<file path="src/rtl/prog_ms_timer.sv">
// Programmable millisecond timeout timer: a prescaler makes 1 ms ticks that drive a
// loadable down-counter with one-shot/periodic modes, pause, restart and abort.
module prog_ms_timer #(
   parameter int unsigned CLK_PER_MS = 50000,
   parameter int unsigned CNT_W      = 16
) (
   input  logic             clk,
   input  logic             rst,
   input  logic             enable,
   input  logic             start,
   input  logic             clear,
   input  logic             periodic,
   input  logic [CNT_W-1:0] timeout_ms,
   output logic             busy,
   output logic             time_out,
   output logic             expired,
   output logic [CNT_W-1:0] remaining_ms
);

   localparam int unsigned PreW = (CLK_PER_MS > 1) ? $clog2(CLK_PER_MS) : 1;
   localparam logic [PreW-1:0] PreLast = PreW'(CLK_PER_MS - 1);

   typedef enum logic [1:0] {StIdle, StRun, StDone} state_e;

   state_e           stateQ, stateD;
   logic [PreW-1:0]  preQ, preD;
   logic [CNT_W-1:0] remQ, remD;
   logic [CNT_W-1:0] reloadQ, reloadD;
   logic             periodicQ, periodicD;
   logic             timeOutQ, timeOutD;
   logic             expiredQ, expiredD;
   logic             tick;

   assign tick = (preQ == PreLast) && (stateQ == StRun) && enable;

   always_comb begin
      stateD    = stateQ;
      preD      = preQ;
      remD      = remQ;
      reloadD   = reloadQ;
      periodicD = periodicQ;
      timeOutD  = 1'b0;
      expiredD  = expiredQ;
      if (clear) begin
         stateD   = StIdle;
         preD     = '0;
         remD     = '0;
         expiredD = 1'b0;
      end else if (start) begin
         stateD    = StRun;
         preD      = '0;
         remD      = timeout_ms;
         reloadD   = timeout_ms;
         periodicD = periodic;
         expiredD  = 1'b0;
      end else begin
         unique case (stateQ)
            StRun: begin
               if (remQ == '0) begin
                  // Zero timeout: expire once and stop, even in periodic mode.
                  timeOutD = 1'b1;
                  expiredD = 1'b1;
                  stateD   = StDone;
                  preD     = '0;
               end else if (enable) begin
                  preD = (preQ == PreLast) ? '0 : preQ + 1'b1;
                  if (tick) begin
                     if (remQ == CNT_W'(1)) begin
                        timeOutD = 1'b1;
                        expiredD = 1'b1;
                        if (periodicQ) begin
                           remD = reloadQ;
                        end else begin
                           remD   = '0;
                           stateD = StDone;
                           preD   = '0;
                        end
                     end else begin
                        remD = remQ - 1'b1;
                     end
                  end
               end
            end
            default: preD = '0;
         endcase
      end
   end

   always_ff @(posedge clk) begin
      if (rst) begin
         stateQ    <= StIdle;
         preQ      <= '0;
         remQ      <= '0;
         reloadQ   <= '0;
         periodicQ <= 1'b0;
         timeOutQ  <= 1'b0;
         expiredQ  <= 1'b0;
      end else begin
         stateQ    <= stateD;
         preQ      <= preD;
         remQ      <= remD;
         reloadQ   <= reloadD;
         periodicQ <= periodicD;
         timeOutQ  <= timeOutD;
         expiredQ  <= expiredD;
      end
   end

   assign busy         = (stateQ == StRun);
   assign time_out     = timeOutQ;
   assign expired      = expiredQ;
   assign remaining_ms = remQ;

endmodule

</file>
<file path="config.mk">
export PLATFORM = sky130hd
export DESIGN_NAME = prog_ms_timer
export DESIGN_NICKNAME = d
export VERILOG_FILES = /design/src/rtl/prog_ms_timer.sv
export SDC_FILE = /design/constraint.sdc
export NUM_CORES = 1
export LEC_CHECK = 0
export BUFFER_PORTS_ARGS = -buffer_cell sky130_fd_sc_hd__buf_2
export CAP_MARGIN = 20
export CORE_ASPECT_RATIO = 1.2
export CORE_UTILIZATION = 57
export CTS_CLUSTER_DIAMETER = 50
export DETAILED_ROUTE_END_ITERATION = 8
export PLACE_DENSITY = 0.8
export SYNTH_ARGS = -nofsm -noshare
export SYNTH_HDL_FRONTEND = slang
export SYNTH_SLANG_ARGS = --single-unit
export TNS_END_PERCENT = 100
</file>
<file path="constraint.sdc">
create_clock -name clk -period 2.9 [get_ports clk]
set_input_delay 0.435 -clock clk [delete_from_list [all_inputs] [get_ports clk]]
set_output_delay 0.435 -clock clk [all_outputs]
set_load 0.02 [all_outputs]
</file>
## Word level (Yosys, flattened, before mapping)

Index checks and enable logic that the tools add are counted.

| cells by class | value |
|---|---|
| add/sub/neg operators | 2 |
| equality and inequality tests | 6 |
| multiplexer cells | 26 |
| bitwise operators | 2 |
| reduce and logical (&&, ||, !) cells | 21 |

Operators by type and width:

| kind | number |
|---|---|
| $mux W16 | 11 |
| $add A16 B1 Y16 const B | 1 |
| $eq A16 B1 Y1 const B | 1 |
| $eq A16 B16 Y1 const B | 1 |
| $logic_not A16 Y1 | 1 |
| $sub A16 B1 Y16 const B | 1 |
| $reduce_bool A2 Y1 | 6 |
| $mux W1 | 10 |
| $mux W2 | 5 |
| $reduce_and A5 Y1 | 2 |
| $reduce_bool A3 Y1 | 3 |
| $reduce_and A4 Y1 | 2 |
| $reduce_or A5 Y1 | 1 |
| $reduce_or A4 Y1 | 1 |
| $ne A3 B2 Y1 const B | 1 |
| $reduce_or A3 Y1 | 1 |
| $eq A2 B1 Y1 const B | 1 |
| $logic_and A1 B1 Y1 | 2 |
| $ne A2 B1 Y1 const B | 1 |
| $ne A2 B2 Y1 const B | 1 |
| $not A1 Y1 | 2 |
| $reduce_and A2 Y1 | 1 |
| $reduce_or A2 Y1 | 1 |

| storage, ports and cells | value |
|---|---|
| flip-flop bits (word level) | 53 |
| bits of input ports | 22 |
| output and inout port bits | 19 |
| word-level logic and storage cells | 65 |

## Logic depth before layout (Yosys ltp)

Gate-level depths: netlist of run 1.

| logic depth | value |
|---|---|
| word-level depth | 8 |
| mapped depth | 8 |
| depth with buffers taken out | 7 |

## Worst setup path after synthesis of run 1

OpenSTA, ideal clock, no wires.

| path | value |
|---|---|
| kind | reg2reg |
| start | register preQ[10] |
| end | register stateQ[0] |
| setup time | 0.118 ns |
| data arrival time | 2.081 ns |
| required time | 2.782 ns |
| path slack | 0.702 ns |
| stages on the path, launching flop included | 6 |
| path buffers | 0 |
| period minus slack after synthesis | 2.198 ns |
| path through | dfxtp_1 or4_1 or3_4 or4_4 a211oi_2 nor2_1 |

| between the ends | value |
|---|---|
| word-level cells in the longest chain between the ends | 5 |

RTL lines:

| item | RTL line | source |
|---|---|---|
| from (decl) | 26 | `logic [PreW-1:0] preQ, preD;` |
| from (signal assigned) | 100 | `preQ <= preD;` |
| $eq A16 B16 Y1 | 34 | `assign tick = (preQ == PreLast) && (stateQ == StRun) && enable;` |
| $logic_and A1 B1 Y1 (2 in a row) | 34 |  |
| $reduce_bool A3 Y1 (no source line) | n/a |  |
| $reduce_and A5 Y1 (no source line) | n/a |  |
| to (signal assigned) | 91 | `stateQ <= StIdle;` |
| to (signal assigned) | 99 | `stateQ <= stateD;` |
| to (decl) | 25 | `state_e stateQ, stateD;` |

Every way passes these cells.
A chain may end at the register's enable or synchronous reset.

## Worst setup path after layout of run 1

| path | value |
|---|---|
| start | register preQ[10] |
| end | register remQ[1] (netlist: remaining_ms[1]) |

| between the ends | value |
|---|---|
| word-level cells in the longest chain between the ends | 5 |

RTL lines:

| item | RTL line | source |
|---|---|---|
| $eq A16 B16 Y1 | 34 |  |
| $logic_and A1 B1 Y1 (2 in a row) | 34 |  |
| $reduce_bool A2 Y1 (no source line) | n/a |  |
| $reduce_and A4 Y1 (no source line) | n/a |  |
| to (signal assigned) | 101 | `remQ <= remD;` |
| to (decl) | 27 | `logic [CNT_W-1:0] remQ, remD;` |

Every way passes these cells.

==> impl_metrics.toml, run 1 <==
[timing]
tns_ns = 0
timing.fmax_mhz = 402
fin_crit_sh = 0.858
tightest_slew_ns = 0.738
finalCriticalPeriod_ns = 2.49
setup_viol = 0
slew_violations = 0
finalHoldViolCount = 0
grt_setup_unrepaired = "no"
relSlewSlack = 0.504
worst_clock_skew_ns = 0.00483

[clock_tree]
clock_latency_ns = 0.31
cts.path.max_buffers = 2
clkTransAtPathRegs_ns = 0.10
clock-sinks = 53
postCtsSetupBuffers = 0
hold_buffers = 0
cts_tree = "built"
cts_made_buffers = 5
cts_root_buf = "clkbuf_8"
cts_resized = 0
cts_max_level = 2

[global_routing]
grt_pass1_vias = 2648
grt_start_max_net_pins = 21
antenna_found_initial = 0
overflow = 0
grtUsageTotal = 0.304
grt_pass1_wl_mm = 12.4

[yosys]
synth-edff-count = 0
netlist_instances = 372
ys_ff_latch = 53
synth-compound-area-share = 0.252
ys_types = 50
synth-xor-area-share = 0.0247
synth_fa_ha_area_frac = 0.0176
yosysSeqAreaShare = 0.374
synth-main-ff-cell = "dfxtp_1"
syn_avg_cell_area_um2 = 7.62
synth-simple-area-share = 0.287
synthMuxAreaShare = 0.00353
synth_area_mm2 = 0.00284
ys_warn_count = 0
synth_top_family_by_area = "simple AND/OR/NAND/NOR gates"
syn-num-nets = 398
synthArstFlopShare = 0

[die]
fp.coreArea_mm2 = 0.00470
ios = 41
fp.dieW_um = 66.4
die_h_um = 79.3
start_util = 0.604
rows = 27
die-area_mm2 = 0.00526

[critical_path]
end_kind = "flip-flop"
timing.critical_path.arrival_ns = 2.69
startpoint_type = "flip-flop"
r2r-start = "preQ[10]$_SDFFE_PP0P_"
worstSetupPathType = "flip-flop to flip-flop"
crit_fanout = 17
startpoint = "preQ[10]$_SDFFE_PP0P_"
required_ns = 3.10

[power]
irDropWorstVdd_uv = 344
leakagePower_uw = 0.00123
power_density_mw_per_mm2 = 447

[detailed_routing]
dr_total_vias = 2886
drt_iter0_markers = 167
drc = 0
first_pass_iters = 4
via_per_inst = 6.14
finalWirelength_mm = 7.34
routedWlPerCell_um = 15.6
antenna_left = 0

[status]
status = "finished clean"

[final_layout]
fillers = 400
utilization = 0.687
nNetsFinal = 437
antennaDiodeCount = 0
drive_gt1_frac = 0.177
area_growth_pct = 13.7

[worst_hold_path]
hp-start = "periodic"
hold_path_class = "input port to flip-flop"

[place]
hpwl_mm = 5.25
gp_congestion = 0.876
port_buffers = 40

[run]
max_cap_viol_count = 0
cells in the final DEF, fill, tap and decap left out, types with 2 or more instances in the layout:
cell	instances
nand3b_1	2
a21o_1	2
inv_1	7
nand2_1	58
nand3_1	12
a21oi_1	45
and3_1	14
a31oi_1	9
o31ai_1	3
a211oi_1	2
a32oi_1	2
dfxtp_1	53
nor2b_1	2
clkbuf_8	7
nor2_1	22
nor4_2	2
a211oi_2	2
buf_2	40
or4_1	6
or3b_2	2
a41oi_1	3
a311oi_1	3
and4_1	3
xor2_1	2
or3_1	4
a211o_1	2
nor3b_1	2
o21ai_0	32
xnor2_1	6
nand4b_1	2
nor4_1	6
nor3_1	7
buf_4	13
ha_1	4
nand4_1	9
o21ai_1	7
report_power, final:
group	leakage, µW	internal, µW	total, µW	switching, µW
Clock	0.0000542	216	462	246
Combinational	0.000742	82.3	207	125
Sequential	0.000431	748	771	23.5
cells by family (layout without fill, tap and decap cells):
family / count (synthesis) / count (layout)
compound gates: 120 / 120
xor+xnor: 8 / 8
simple gates: 158 / 158
buf+inv: 28 / 68
mux: 1 / 1
flops: 53 / 53
fa+ha+maj: 4 / 4
flip-flops by register name, indices dropped and copies added, names as in the netlist:
register	count
reloadQ	16
stateQ	2
remaining_ms	16
expired	1
time_out	1
periodicQ	1
preQ	16
per-layer routing:
layer,share of wire,global-route usage
met1,0.41,0.360
met2,0.51,0.534
met3,0.061,0.0489
met4,0.019,0.130
met5,0,0
critical path: stages (launching register included):
cell,delay [ns]
dfxtp_1,0.38
or4_1,0.58
or3_4,0.45
a211o_1,0.51
a311oi_1,0.37
o31ai_1,0.09
final timing paths:
check / end / slack (ns) / cells after the start
hold reg to reg: reloadQ[8]$_SDFFE_PP0P_ / 0.45 / 2
hold / removal: periodicQ$_SDFFE_PP0P_ / 0.36 / 3
setup reg to reg: remaining_ms[1]$_SDFFE_PP0P_ / 0.41 / 5
setup / recovery: remaining_ms[1]$_SDFFE_PP0P_ / 0.41 / 5
cell usage after synthesis, types with 3 or more instances:
master     n  share of area
nand3_1   12          0.021
o21ai_0   32          0.056
dfxtp_1   53           0.37
or4_1      6          0.016
nor2_1    22          0.029
nor4_1     7          0.015
xnor2_1    6          0.019
clkbuf_1  17          0.022
buf_2      3         0.0053
nand2_1   58          0.077
a31oi_1    9          0.020
ha_1       4          0.018
inv_1      7         0.0093
o31ai_1    3         0.0079
and3_1    14          0.031
nand4_1    9          0.020
a311oi_1   3         0.0093
nor3_1     7          0.012
a21oi_1   45          0.079
or3_1      4         0.0088
o21ai_1    7          0.012
and4_1     3         0.0093
a41oi_1    3         0.0093
metrics by stage:
stage / area (µm²) / setup WS (ns) / instances / power [µW] / hold slack [ns]
final: 3220 / 0.413 / 470 / 1440 / 0.358
after global routing: 3220 / 0.276 / 470 / 1500 / 0.360
after CTS: 3220 / 0.433 / 470 / 1440 / 0.355
after detailed placement: 3120 / 0.391 / 462 / 991 / 0.445
after global placement: 3120 / 0.476 / 462 / 986 / 0.439
after floorplan: 2840 / 0.702 / 372 / 926 / 0.432
cell type report:
class / instances / area, µm² / share of cell area
multi-input cells: 291 / 1670 / 0.516
flip-flops and latches: 53 / 1060 / 0.329
repair buffers: 53 / 298 / 0.0924
clock buffers: 7 / 96.3 / 0.0299
well taps: 58 / 72.6 / 0.0225
inverters: 7 / 26.3 / 0.00815
clock inverters: 1 / 5.00 / 0.00155
No activity file was read; power rests on OpenSTA's default activity.
==> run 2: changes to the inputs <==
--- a/config.mk
+++ b/config.mk
@@ -12,6 +12,7 @@
 export CTS_CLUSTER_DIAMETER = 50
 export DETAILED_ROUTE_END_ITERATION = 8
 export PLACE_DENSITY = 0.8
+export RECOVER_POWER = 50
 export SYNTH_ARGS = -nofsm -noshare
 export SYNTH_HDL_FRONTEND = slang
 export SYNTH_SLANG_ARGS = --single-unit
==> run 2 against run 1 <==
Against the previous run:
- core utilization decreased by 0.67 points
- critical path depth unchanged
- clock power decreased by 1%
- register-to-register slack about the same
- clock-buffer cell count unchanged
==> impl_metrics.toml, run 2 (synthesis results as in run 1) <==
[status]
status = "finished clean"

[power]
power.share.switching = 0.272
leakagePower_uw = 0.00114
irDropWorstVdd_uv = 345
p_int_uw = 1040
comb_power_share = 0.142
pwr-share-seq = 0.539
p_clk_frac = 0.319
switching_power_uw = 389
power_density_mw_per_mm2 = 448

[die]
fp.coreArea_mm2 = 0.00470
ios = 41
die_h_um = 79.3
fp.dieW_um = 66.4
start_util = 0.604
die-area_mm2 = 0.00526
rows = 27

[detailed_routing]
finalWirelength_mm = 7.26
antenna_left = 0
drc = 0
via_per_inst = 6.13
dr_total_vias = 2883
first_pass_iters = 4
routedWlPerCell_um = 15.4
drt_iter0_markers = 186

[timing]
grt_setup_unrepaired = "no"
tightest_slew_ns = 0.806
slew_violations = 0
finalHoldViolCount = 0
fin_crit_sh = 0.857
tns_ns = 0
finalCriticalPeriod_ns = 2.48
setup_viol = 0
fin_ws_ns = 0.415
worst_clock_skew_ns = 0.00607
relSlewSlack = 0.463
timing.fmax_mhz = 402

[clock_tree]
cts_max_level = 2
cts_root_buf = "clkbuf_8"
clock_latency_ns = 0.31
cts_resized = 0
cts_made_buffers = 5
postCtsSetupBuffers = 0
cts.path.max_buffers = 2
clkTransAtPathRegs_ns = 0.09
hold_buffers = 0
clock-sinks = 53
cts_tree = "built"

[global_routing]
grt_pass1_vias = 2648
overflow = 0
grt_start_max_net_pins = 21
grtUsageTotal = 0.304
grt_pass1_wl_mm = 12.4
antenna_found_initial = 0

[final_layout]
nNetsFinal = 437
layout_commonest_cell = "nand2_1"
drive_gt1_frac = 0.126
fillers = 418
utilization = 0.680
area_growth_pct = 12.6
multiInputGateArea_mm2 = 0.00167
antennaDiodeCount = 0
final_cell_mix = "nand2_1 (58), dfxtp_1 (53), a21oi_1 (45)"
seq_area_mm2 = 0.00106

[worst_hold_path]
hold_path_class = "input port to flip-flop"

[critical_path]
reg2reg_slack_ns = 0.42
r2r_end = "remaining_ms[1]$_SDFFE_PP0P_"
worstSetupPathType = "flip-flop to flip-flop"
required_ns = 3.10
timing.critical_path.arrival_ns = 2.68
crit_fanout = 17
reg2reg_depth = 5
r2r-start = "preQ[10]$_SDFFE_PP0P_"
end_kind = "flip-flop"
startpoint = "preQ[10]$_SDFFE_PP0P_"
crit_path_end = "remaining_ms[1]$_SDFFE_PP0P_"
startpoint_type = "flip-flop"

[run]
max_cap_viol_count = 0

[place]
hpwl_mm = 5.25
port_buffers = 40
gp_congestion = 0.876
place_ws_ns = 0.391
-- run 2: cell count changes in the layout (fill, tap and decap cells not counted) --
cell | before | now
buf_4 | 13 | 11
buf_2 | 40 | 21
clkbuf_1 | 0 | 21
-- run 2: area by class of cell --
type,instances,area share
clock buffers,7,0.0302
repair buffers,53,0.0835
multi-input cells,291,0.522
inverters,7,0.00823
clock inverters,1,0.00157
well taps,58,0.0227
flip-flops and latches,53,0.332
-- run 2: layer usage --
metal,global-route usage,share of wire
met1,0.360,0.40
met2,0.534,0.52
met3,0.0489,0.056
met4,0.130,0.023
met5,0,0
-- run 2: power groups by stage --
stage / Clock (µW) / Combinational, µW / Sequential, µW
after floorplan: 0 / 136 / 790
after global placement: 0 / 200 / 786
after detailed placement: 0 / 204 / 787
after CTS: 466 / 205 / 770
after global routing: 491 / 228 / 774
final: 457 / 203 / 771
-- run 2: worst min path at each step --
stage                                         from                       end  slack (ns)  cells past startpoint
after floorplan           reloadQ[10]$_SDFFE_PP0P_  reloadQ[10]$_SDFFE_PP0P_        0.43                      2
after global placement     reloadQ[4]$_SDFFE_PP0P_   reloadQ[4]$_SDFFE_PP0P_        0.44                      2
after detailed placement  reloadQ[10]$_SDFFE_PP0P_  reloadQ[10]$_SDFFE_PP0P_        0.44                      2
after CTS                                 periodic    periodicQ$_SDFFE_PP0P_        0.35                      3
after global routing                 timeout_ms[5]   reloadQ[5]$_SDFFE_PP0P_        0.36                      3
final                                     periodic    periodicQ$_SDFFE_PP0P_        0.36                      3
-- run 2: per-stage QoR --
stage / hold WS [ns] / power [µW] / instances / area [µm²]
after floorplan: 0.432 / 926 / 372 / 2840
after global placement: 0.439 / 986 / 462 / 3120
after detailed placement: 0.445 / 991 / 462 / 3120
after CTS: 0.355 / 1440 / 470 / 3220
after global routing: 0.360 / 1490 / 470 / 3190
final: 0.358 / 1430 / 470 / 3190
-- run 2: critical path, cell delays in order (launching register included) --
cell      delay [ns]
dfxtp_1         0.37
or4_1           0.58
or3_4           0.45
a211o_1         0.51
a311oi_1        0.37
o31ai_1         0.09
